$ cat config.mk
export PLATFORM = sky130hd
export DESIGN_NAME = fft_bitrev_reorder
export DESIGN_NICKNAME = d
export VERILOG_FILES = /design/src/rtl/fft_pkg.sv /design/src/rtl/fft_buffer_bank.sv /design/src/rtl/fft_bitrev_reorder.sv
export SDC_FILE = /design/constraint.sdc
export NUM_CORES = 1
export LEC_CHECK = 0
export BUFFER_PORTS_ARGS = -buffer_cell sky130_fd_sc_hd__buf_4
export CORE_AREA = 5 5 207 209
export CTS_CLUSTER_DIAMETER = 60
export CTS_CLUSTER_SIZE = 20
export DETAILED_ROUTE_END_ITERATION = 10
export DIE_AREA = 0 0 212 214
export HOLD_SLACK_MARGIN = 0.08
export PLACE_DENSITY = 0.83
export SETUP_SLACK_MARGIN = 0.4
export SLEW_MARGIN = 10
export SYNTH_ARGS = -nofsm -noshare
export SYNTH_HDL_FRONTEND = slang
export SYNTH_SLANG_ARGS = --single-unit
$ cat constraint.sdc
create_clock -name clk -period 4.6 [get_ports clk]
set_input_delay 0 -clock clk [delete_from_list [all_inputs] [get_ports clk]]
set_output_delay 0 -clock clk [all_outputs]
set_load 0.05 [all_outputs]
$ cat src/rtl/fft_pkg.sv
// fft_pkg: shared definitions for the FFT output reorder path.
//   wstate_t : write-side framing FSM encoding (SYNC, FILL)
//   bitrev   : reverse the low log_n bits of k (log_n is a constant at use sites)
package fft_pkg;

  typedef enum logic {
    SYNC = 1'b0,
    FILL = 1'b1
  } wstate_t;

  function automatic logic [15:0] bitrev(input logic [15:0] k, input int log_n);
    logic [15:0] r;
    r = '0;
    for (int i = 0; i < log_n; i++) r[i] = k[log_n-1-i];
    return r;
  endfunction

endpackage

$ cat src/rtl/fft_buffer_bank.sv
// fft_buffer_bank: simple dual-port RAM backing both reorder banks.
//   clk, rst_n : clock, async active-low reset (output register only)
//   we, waddr, wdata : write port, address {bank, index}
//   re, raddr, rdata : registered read port; rdata updates on re, holds otherwise
// Array contents are intentionally not reset.
module fft_buffer_bank #(
  parameter int DEPTH = 16,
  parameter int AW    = 4,
  parameter int W     = 33
) (
  input  logic          clk,
  input  logic          rst_n,
  input  logic          we,
  input  logic [AW-1:0] waddr,
  input  logic [W-1:0]  wdata,
  input  logic          re,
  input  logic [AW-1:0] raddr,
  output logic [W-1:0]  rdata
);

  logic [W-1:0] mem [DEPTH];

  always_ff @(posedge clk) begin
    if (we) mem[waddr] <= wdata;
  end

  always_ff @(posedge clk or negedge rst_n) begin
    if (!rst_n)  rdata <= '0;
    else if (re) rdata <= mem[raddr];
  end

endmodule

$ cat src/rtl/fft_bitrev_reorder.sv
// fft_bitrev_reorder: turns the bit-reversed output stream of the dit FFT core
// into natural-order frames, double-buffered so back-to-back frames never stall.
//   clk, rst_n           : clock, async active-low reset
//   in_data/in_nd/in_m/in_first  : bit-reversed sample stream with framing
//   out_data/out_nd/out_m/out_first : natural-order stream, out_first on bin 0
//   error                : sticky framing error
// Write side: SYNC/FILL FSM scattering sample k to index bitrev(k) of bank wb.
// Read side: a full bank is swept 0..N-1 through a 2-stage pipe
// (address register, then RAM output register).
module fft_bitrev_reorder
  import fft_pkg::*;
#(
  parameter int N       = 8,
  parameter int LOG_N   = 3,
  parameter int X_WIDTH = 16,
  parameter int MWIDTH  = 1
) (
  input  logic                 clk,
  input  logic                 rst_n,
  input  logic [2*X_WIDTH-1:0] in_data,
  input  logic                 in_nd,
  input  logic [MWIDTH-1:0]    in_m,
  input  logic                 in_first,
  output logic [2*X_WIDTH-1:0] out_data,
  output logic                 out_nd,
  output logic [MWIDTH-1:0]    out_m,
  output logic                 out_first,
  output logic                 error
);

  localparam int W      = 2*X_WIDTH + MWIDTH;
  localparam int AW     = LOG_N + 1;
  localparam int STAGES = 2;
  localparam logic [LOG_N-1:0] LAST = LOG_N'(N-1);

  // ---------------- write side ----------------
  wstate_t          state, nxt_state;
  logic [LOG_N-1:0] wcnt, nxt_wcnt, widx;
  logic             wb, nxt_wb, we, set_full, set_err;

  always_ff @(posedge clk or negedge rst_n) begin
    if (!rst_n) begin
      state <= SYNC;
      wcnt  <= '0;
      wb    <= 1'b0;
      error <= 1'b0;
    end else begin
      state <= nxt_state;
      wcnt  <= nxt_wcnt;
      wb    <= nxt_wb;
      error <= error | set_err;
    end
  end

  always_comb begin
    nxt_state = state;
    nxt_wcnt  = wcnt;
    nxt_wb    = wb;
    we        = 1'b0;
    widx      = '0;
    set_full  = 1'b0;
    set_err   = 1'b0;
    if (in_nd) begin
      unique case (state)
        SYNC: begin
          if (in_first) begin
            we        = 1'b1;
            nxt_wcnt  = LOG_N'(1);
            nxt_state = FILL;
          end else begin
            set_err = 1'b1;
          end
        end
        FILL: begin
          if (in_first) begin
            // restart in the same bank; any partial frame is simply overwritten
            set_err  = (wcnt != '0);
            we       = 1'b1;
            nxt_wcnt = LOG_N'(1);
          end else if (wcnt == '0) begin
            set_err   = 1'b1;
            nxt_state = SYNC;
          end else begin
            we   = 1'b1;
            widx = LOG_N'(bitrev(16'(wcnt), LOG_N));
            if (wcnt == LAST) begin
              set_full = 1'b1;
              nxt_wb   = ~wb;
              nxt_wcnt = '0;
            end else begin
              nxt_wcnt = wcnt + 1'b1;
            end
          end
        end
        default: nxt_state = SYNC;
      endcase
    end
  end

  // ---------------- read side ----------------
  logic [1:0]        full;
  logic              rb, rd_go, rd_last;
  logic [LOG_N-1:0]  rcnt;
  logic [AW-1:0]     raddr;
  logic [STAGES:1]   vld_pipe, fst_pipe;
  logic [W-1:0]      rdata;

  // a full bank stays full until its last address issues, so frames chain gap-free
  assign rd_go   = full[rb];
  assign rd_last = rd_go && (rcnt == LAST);

  always_ff @(posedge clk or negedge rst_n) begin
    if (!rst_n) begin
      full     <= '0;
      rb       <= 1'b0;
      rcnt     <= '0;
      raddr    <= '0;
      vld_pipe <= '0;
      fst_pipe <= '0;
    end else begin
      // set (writer) and clear (reader) may hit different banks in one cycle
      for (int b = 0; b < 2; b++)
        full[b] <= (full[b] && !(rd_last && (rb == 1'(b)))) || (set_full && (wb == 1'(b)));
      vld_pipe <= {vld_pipe[STAGES-1:1], rd_go};
      fst_pipe <= {fst_pipe[STAGES-1:1], rd_go && (rcnt == '0)};
      if (rd_go) begin
        raddr <= {rb, rcnt};
        rcnt  <= rcnt + 1'b1;
        if (rd_last) rb <= ~rb;
      end
    end
  end

  fft_buffer_bank #(.DEPTH(2*N), .AW(AW), .W(W)) u_bank (
    .clk   (clk),
    .rst_n (rst_n),
    .we    (we),
    .waddr ({wb, widx}),
    .wdata ({in_data, in_m}),
    .re    (vld_pipe[1]),
    .raddr (raddr),
    .rdata (rdata)
  );

  assign out_data  = rdata[W-1:MWIDTH];
  assign out_m     = rdata[MWIDTH-1:0];
  assign out_nd    = vld_pipe[STAGES];
  assign out_first = fst_pipe[STAGES];

endmodule

After elaboration in Yosys (flattened, before gate mapping)
Memory sizes are Yosys's and may differ from the RTL's. A register that Yosys moved wholly into a read port is not among the register bits.
Index checks and enable logic that the tools add are counted.
{"block": "op_classes", "addsub": 2, "n_lt_le_gt_ge": 1, "eq_ne": 4, "mux": 28, "bitwise_logic": 6, "reduce_logical": 19}
{"cell": "3-bit two-way mux", "n": 8}
{"cell": "1-bit two-way mux", "n": 17}
{"cell": "1-bit logical AND", "n": 8}
{"cell": "3-bit by 1-bit adder with 3-bit output, second input constant", "n": 2}
{"cell": "3-bit equality test, second input constant", "n": 2}
{"cell": "3-bit logical NOT", "n": 2}
{"cell": "3-bit one-hot mux with 2 select lines", "n": 1}
{"cell": "1-bit NOT", "n": 5}
{"cell": "5-bit AND reduction", "n": 1}
{"cell": "1-bit one-hot mux with 2 select lines", "n": 2}
{"cell": "1-bit logical NOT", "n": 3}
{"cell": "3-bit != test, second input constant", "n": 1}
{"cell": "3-bit AND reduction", "n": 1}
{"cell": "3-bit nonzero test", "n": 1}
{"cell": "1-bit logical OR", "n": 2}
{"cell": "1-bit by 2-bit < comparator with 1-bit output, second input constant", "n": 1}
{"cell": "2-bit != test, second input constant", "n": 1}
{"cell": "2-bit AND reduction", "n": 1}
{"cell": "1-bit OR", "n": 1}
{"block": "totals", "regBits": 20, "ramBits": 528, "elab_cells": 71, "n_memories": 1}
{"name": "u_bank.mem", "words": 16, "word_bits": 33, "read_ports": 1, "rd_clocked_by_memory_dff": 1, "write_ports": 1, "line_no": "fft_buffer_bank.sv:21", "rtl": "logic [W-1:0] mem [DEPTH];"}

Depth between registers and ports, before layout
{"block": "logic_depth", "depth_word": 8, "depth_mapped": 9}

By module
Synthesis repeated with hierarchy kept, for this count alone.
{"block": "hier_totals", "cells_unflattened": 987, "hier_area_um2": 22117.5}
{"module": "fft_buffer_bank", "n_inst": 1, "cells_per_inst": 903, "area_per_inst_um2": 21146.5, "seq_area_each_um2": 16681.0}
{"module": "fft_bitrev_reorder", "n_inst": 1, "cells_per_inst": 84, "area_per_inst_um2": 970.9, "seq_area_each_um2": 500.5}

Worst setup path before layout
No wires, ideal clock.
{"block": "synth_timing", "kind": "reg-to-reg", "from": "register wcnt[0]", "to": "memory u_bank.mem[6][0], enable pin", "t_arrival_ns": 3.880, "required_time_ns": 4.136, "setup_slack_ns": 0.256, "path_stages_with_launch": 10, "n_path_buf": 1, "synth_period_minus_slack_ns": 4.344, "cell_sequence": "dfrtp_1 > inv_1 > ha_1 > nand2b_1 > clkbuf_1 > inv_1 > ha_1 > nor3_1 > nand4b_1 > nor3_1"}
{"block": "synth_via", "elab_chain_cells": 7, "word_cells_on_any_way": 11, "cone_classes": "mux (10); reduce/logical (1)"}
{"element": "start: declaration", "line_no": "fft_bitrev_reorder.sv:38", "rtl": "logic [LOG_N-1:0] wcnt, nxt_wcnt, widx;"}
{"element": "start signal: assignment", "line_no": "fft_bitrev_reorder.sv:49", "rtl": "wcnt <= nxt_wcnt;"}
{"element": "3-bit logical NOT", "line_no": "fft_bitrev_reorder.sv:80", "rtl": "end else if (wcnt == '0) begin"}
{"element": "1-bit two-way mux", "line_no": "fft_bitrev_reorder.sv:80"}
{"element": "1-bit two-way mux", "line_no": "fft_bitrev_reorder.sv:75", "rtl": "if (in_first) begin"}
{"element": "1-bit one-hot mux with 2 select lines", "line_no": "fft_bitrev_reorder.sv:64", "rtl": "unique case (state)"}
{"element": "1-bit two-way mux", "line_no": "fft_bitrev_reorder.sv:63", "rtl": "if (in_nd) begin"}
{"element": "1-bit two-way mux", "line_no": "fft_buffer_bank.sv:24", "rtl": "if (we) mem[waddr] <= wdata;"}
{"element": "1-bit two-way mux (implied by the code)", "line_no": "fft_buffer_bank.sv:24"}
{"element": "end: declaration", "line_no": "fft_buffer_bank.sv:21"}
Parallel ways exist; a longest one is shown, timed or not.

Worst setup path after layout
{"block": "layout_timing", "from": "register wcnt[1]", "to": "memory u_bank.mem[3][9], enable pin"}
Same word-level chain as after synthesis.

==> results.md <==
- Internal power: 8.67 mW
- Drt drc: 0
- Final instance area: 0.0250 mm²
- CP max FO: 33
- Final HPWL DP: 24300 µm
- DP Worst Slack: 1090 ps
- Fin nets: 1150
- Metal3 WL: 2980 µm
- Peak supply drop: 344 µV
- GPL Wtd Cong: 0.741
- Commonest register cell after synthesis: edfxtp_1
- DR iter-0 viols: 998
- Top sig layer: met5
- Die Y: 214 µm
- PwrDens: 472 mW/mm²
- Run status: completed
- CP Capture Type: register
- DR WL/cell: 26.9 µm
- Final Hold Fails: 0
- Critical path required time: 4750 ps
- RR Startpoint: wcnt[1]
- Overall Global Routing Usage: 20.0%
- Mapped cell area: 0.0221 mm²
- Io pins: 73
- Hold Crit Class: input port to async pin
- Met2 wire len: 23500 µm
- P_sw: 3.14 mW
- Largest net degree at the start of global routing: 68
- WHS: 91.4 ps
- Startpoint type of the worst setup path: register
- Syn avg cell area: 22.3 µm²
- Cell Area, Placed: 0.0233 mm²
- Final Skew: 35.9 ps
- Inst Count DP: 1558
- R2R depth: 8
- FILL cells: 2630
- Power, Total: 11.8 mW
- CTS sink cnt: 581
- TritonCTS buffer count: 39
- 1st-pass router iterations: 5
- Layout area overhead: 13.0%
- Wire length of the first global-routing pass: 68700 µm
- Max cap viols: 0
- Rows: 74
- Synth Instances: 991
- Number of synthesized flops with an enable pin: 528
- Setup CP Type: register to register
- Clock Tree Buf Depth: 3
- Synth unique cells: 37
- Sw Ratio: 26.6%
- Metal-1 WL: 17100 µm
- Cts repair resizes: 0
- Final slew viol count: 0
- ANT nets after route: 0
- DIE WIDTH: 212 µm
- Root buf cell: clkbuf_16
- Fmax: 0.272 GHz
- Part of the power in combinational logic: 15.4%
- Worst Path Arrival: 3830 ps
- Footprint of the multi-input gates: 0.00469 mm²
- Reg area: 0.0172 mm²
- Final core occ: 61.5%
- CTS tree: done
- Initial Utilization: 54.4%
- Final critical-path share of the clock period: 80.0%
- Leak Pwr: 8.24 nW
- Synthesis-stage register bit count: 581
- Post-synthesis sequential area ratio: 77.6%
- Synth Warn #: 0
- Clock Power Share: 30.5%
- PortBufs: 72
- Vias post-DR: 10465
- Via/cell ratio: 6.28
- Final std cells w/o fill: 1667
- Latest clock arrival within the worst-skew pair: 560 ps
- Clk slew on worst S/H paths: 70 ps
- Syn Nets: 1037
- Final setup violation count: 0
- Initial antenna violation count: 1
- Core Area: 0.0406 mm²
- Worst setup path start: wcnt[1]
- Total negative slack: 0 ps
- H-Tree Depth: 2
- Unrepaired setup endpoints after global routing: no
- Seq pwr share: 54.2%
- Layout cell share with drive strength beyond 1: 27.1%
- Vias in the first global route: 11130
- Share of async-settable or async-resettable flops after synthesis: 9.12%
- Relative slew slack: 18.1%
- Post-Route WL: 44800 µm
- # diodes: 0
- Die area: 0.0454 mm²
- Final WS setup: 920 ps
- Slew @ Worst Pin: 1230 ps
- Clock period minus worst slack: 3680 ps
- GRT overflow: 0
what timing repair did:
item                                   4_1_cts  5_1_grt
endpoints found under the hold margin      589        0
hold buffers                                37        0
buffers inserted                             0        0
cell type report:
| type | count | area share, % |
|---|---|---|
| Timing Repair Buffer | 128 | 4.51 |
| Multi-Input combinational cell | 344 | 18.8 |
| Inverter | 10 | 0.150 |
| Tap cell | 532 | 2.66 |
| Clock inverter | 16 | 0.895 |
| Sequential cell | 581 | 68.7 |
| Clock buffer | 56 | 4.28 |
cell families (layout without fill, tap and decap cells):
kind of cell,count (synthesis),after routing,share of synthesized area [%]
DFF,581,581,77.6
buffers and inverters,66,210,1.74
muxes,168,168,15.8
and+or+nand+nor,44,44,0.984
AOI/OAI and AO/OA,121,121,3.26
xor gates and xnor gates,2,2,0.0792
adders and majority gates,9,9,0.509
worst max-delay path, cell delays in order, from the launching register on:
cell and delay (ps):
dfrtp_1 460, inv_1 90, ha_1 200, nand2b_1 210, inv_1 100, ha_1 240
nor3_1 360, nand4_1 490, nor2_4 1110
worst paths after layout:
kind / end / slack [ps]
min: error / 90
max: u_bank.mem[3][9] / 920
max reg2reg: u_bank.mem[3][9] / 920
min reg2reg: fst_pipe[2] / 350
min in group clk: u_bank.mem[10][27] / 290
max in group asynchronous: raddr[1] / 3890
metal layers:
metal | vias to the layer above | GRT usage, %
li1 | 4420 | -
met1 | 5548 | 26.6
met2 | 414 | 33.9
met3 | 81 | 3.82
met4 | 2 | 6.12
met5 | - | 0
registers in the layout, summed over array words and instances, names as in the netlist:
name	count
error	1
fst_pipe	2
full	2
raddr	4
rb	1
rcnt	3
state	1
u_bank.mem	528
u_bank.rdata	33
vld_pipe	2
wb	1
wcnt	3
Yosys cell counts, drive strengths merged, types with 4 or more instances:
cell type | number | area share, %
a21oi | 39 | 0.90
inv | 10 | 0.17
o21ai | 7 | 0.16
mux2 | 36 | 1.8
nand4 | 4 | 0.11
clkbuf | 21 | 0.38
nor3 | 6 | 0.14
o22ai | 66 | 1.9
ha | 9 | 0.51
mux4 | 132 | 14
buf | 34 | 1.1
nor2 | 13 | 0.22
nand2 | 9 | 0.15
edfxtp | 528 | 72
dfrtp | 53 | 6.0
cell usage in the layout (no fill, tap or decap), types with 4 or more instances in the layout:
master | Yosys | final
o22ai_1 | 65 | 65
ha_1 | 9 | 9
a21oi_1 | 38 | 38
clkbuf_16 | 0 | 40
inv_1 | 10 | 10
edfxtp_1 | 528 | 528
mux2_2 | 36 | 36
nor2_4 | 0 | 12
dfrtp_1 | 53 | 49
nand2_1 | 9 | 9
dlygate4sd3_1 | 0 | 37
mux4_1 | 30 | 30
nand4_1 | 4 | 4
buf_4 | 3 | 85
mux4_2 | 102 | 102
o21ai_0 | 7 | 7
clkbuf_1 | 19 | 15
buf_12 | 0 | 6
power by group through the flow:
stage	clock network [mW]	logic [mW]	registers, mW
global placement	0	1.75	6.49
CTS	3.65	1.84	6.40
floorplan	0	0.829	6.81
finish	3.60	1.82	6.40
detailed placement	0	1.80	6.52
global route	3.87	1.93	6.43
Note: power is estimated with default switching activity, not from simulation.
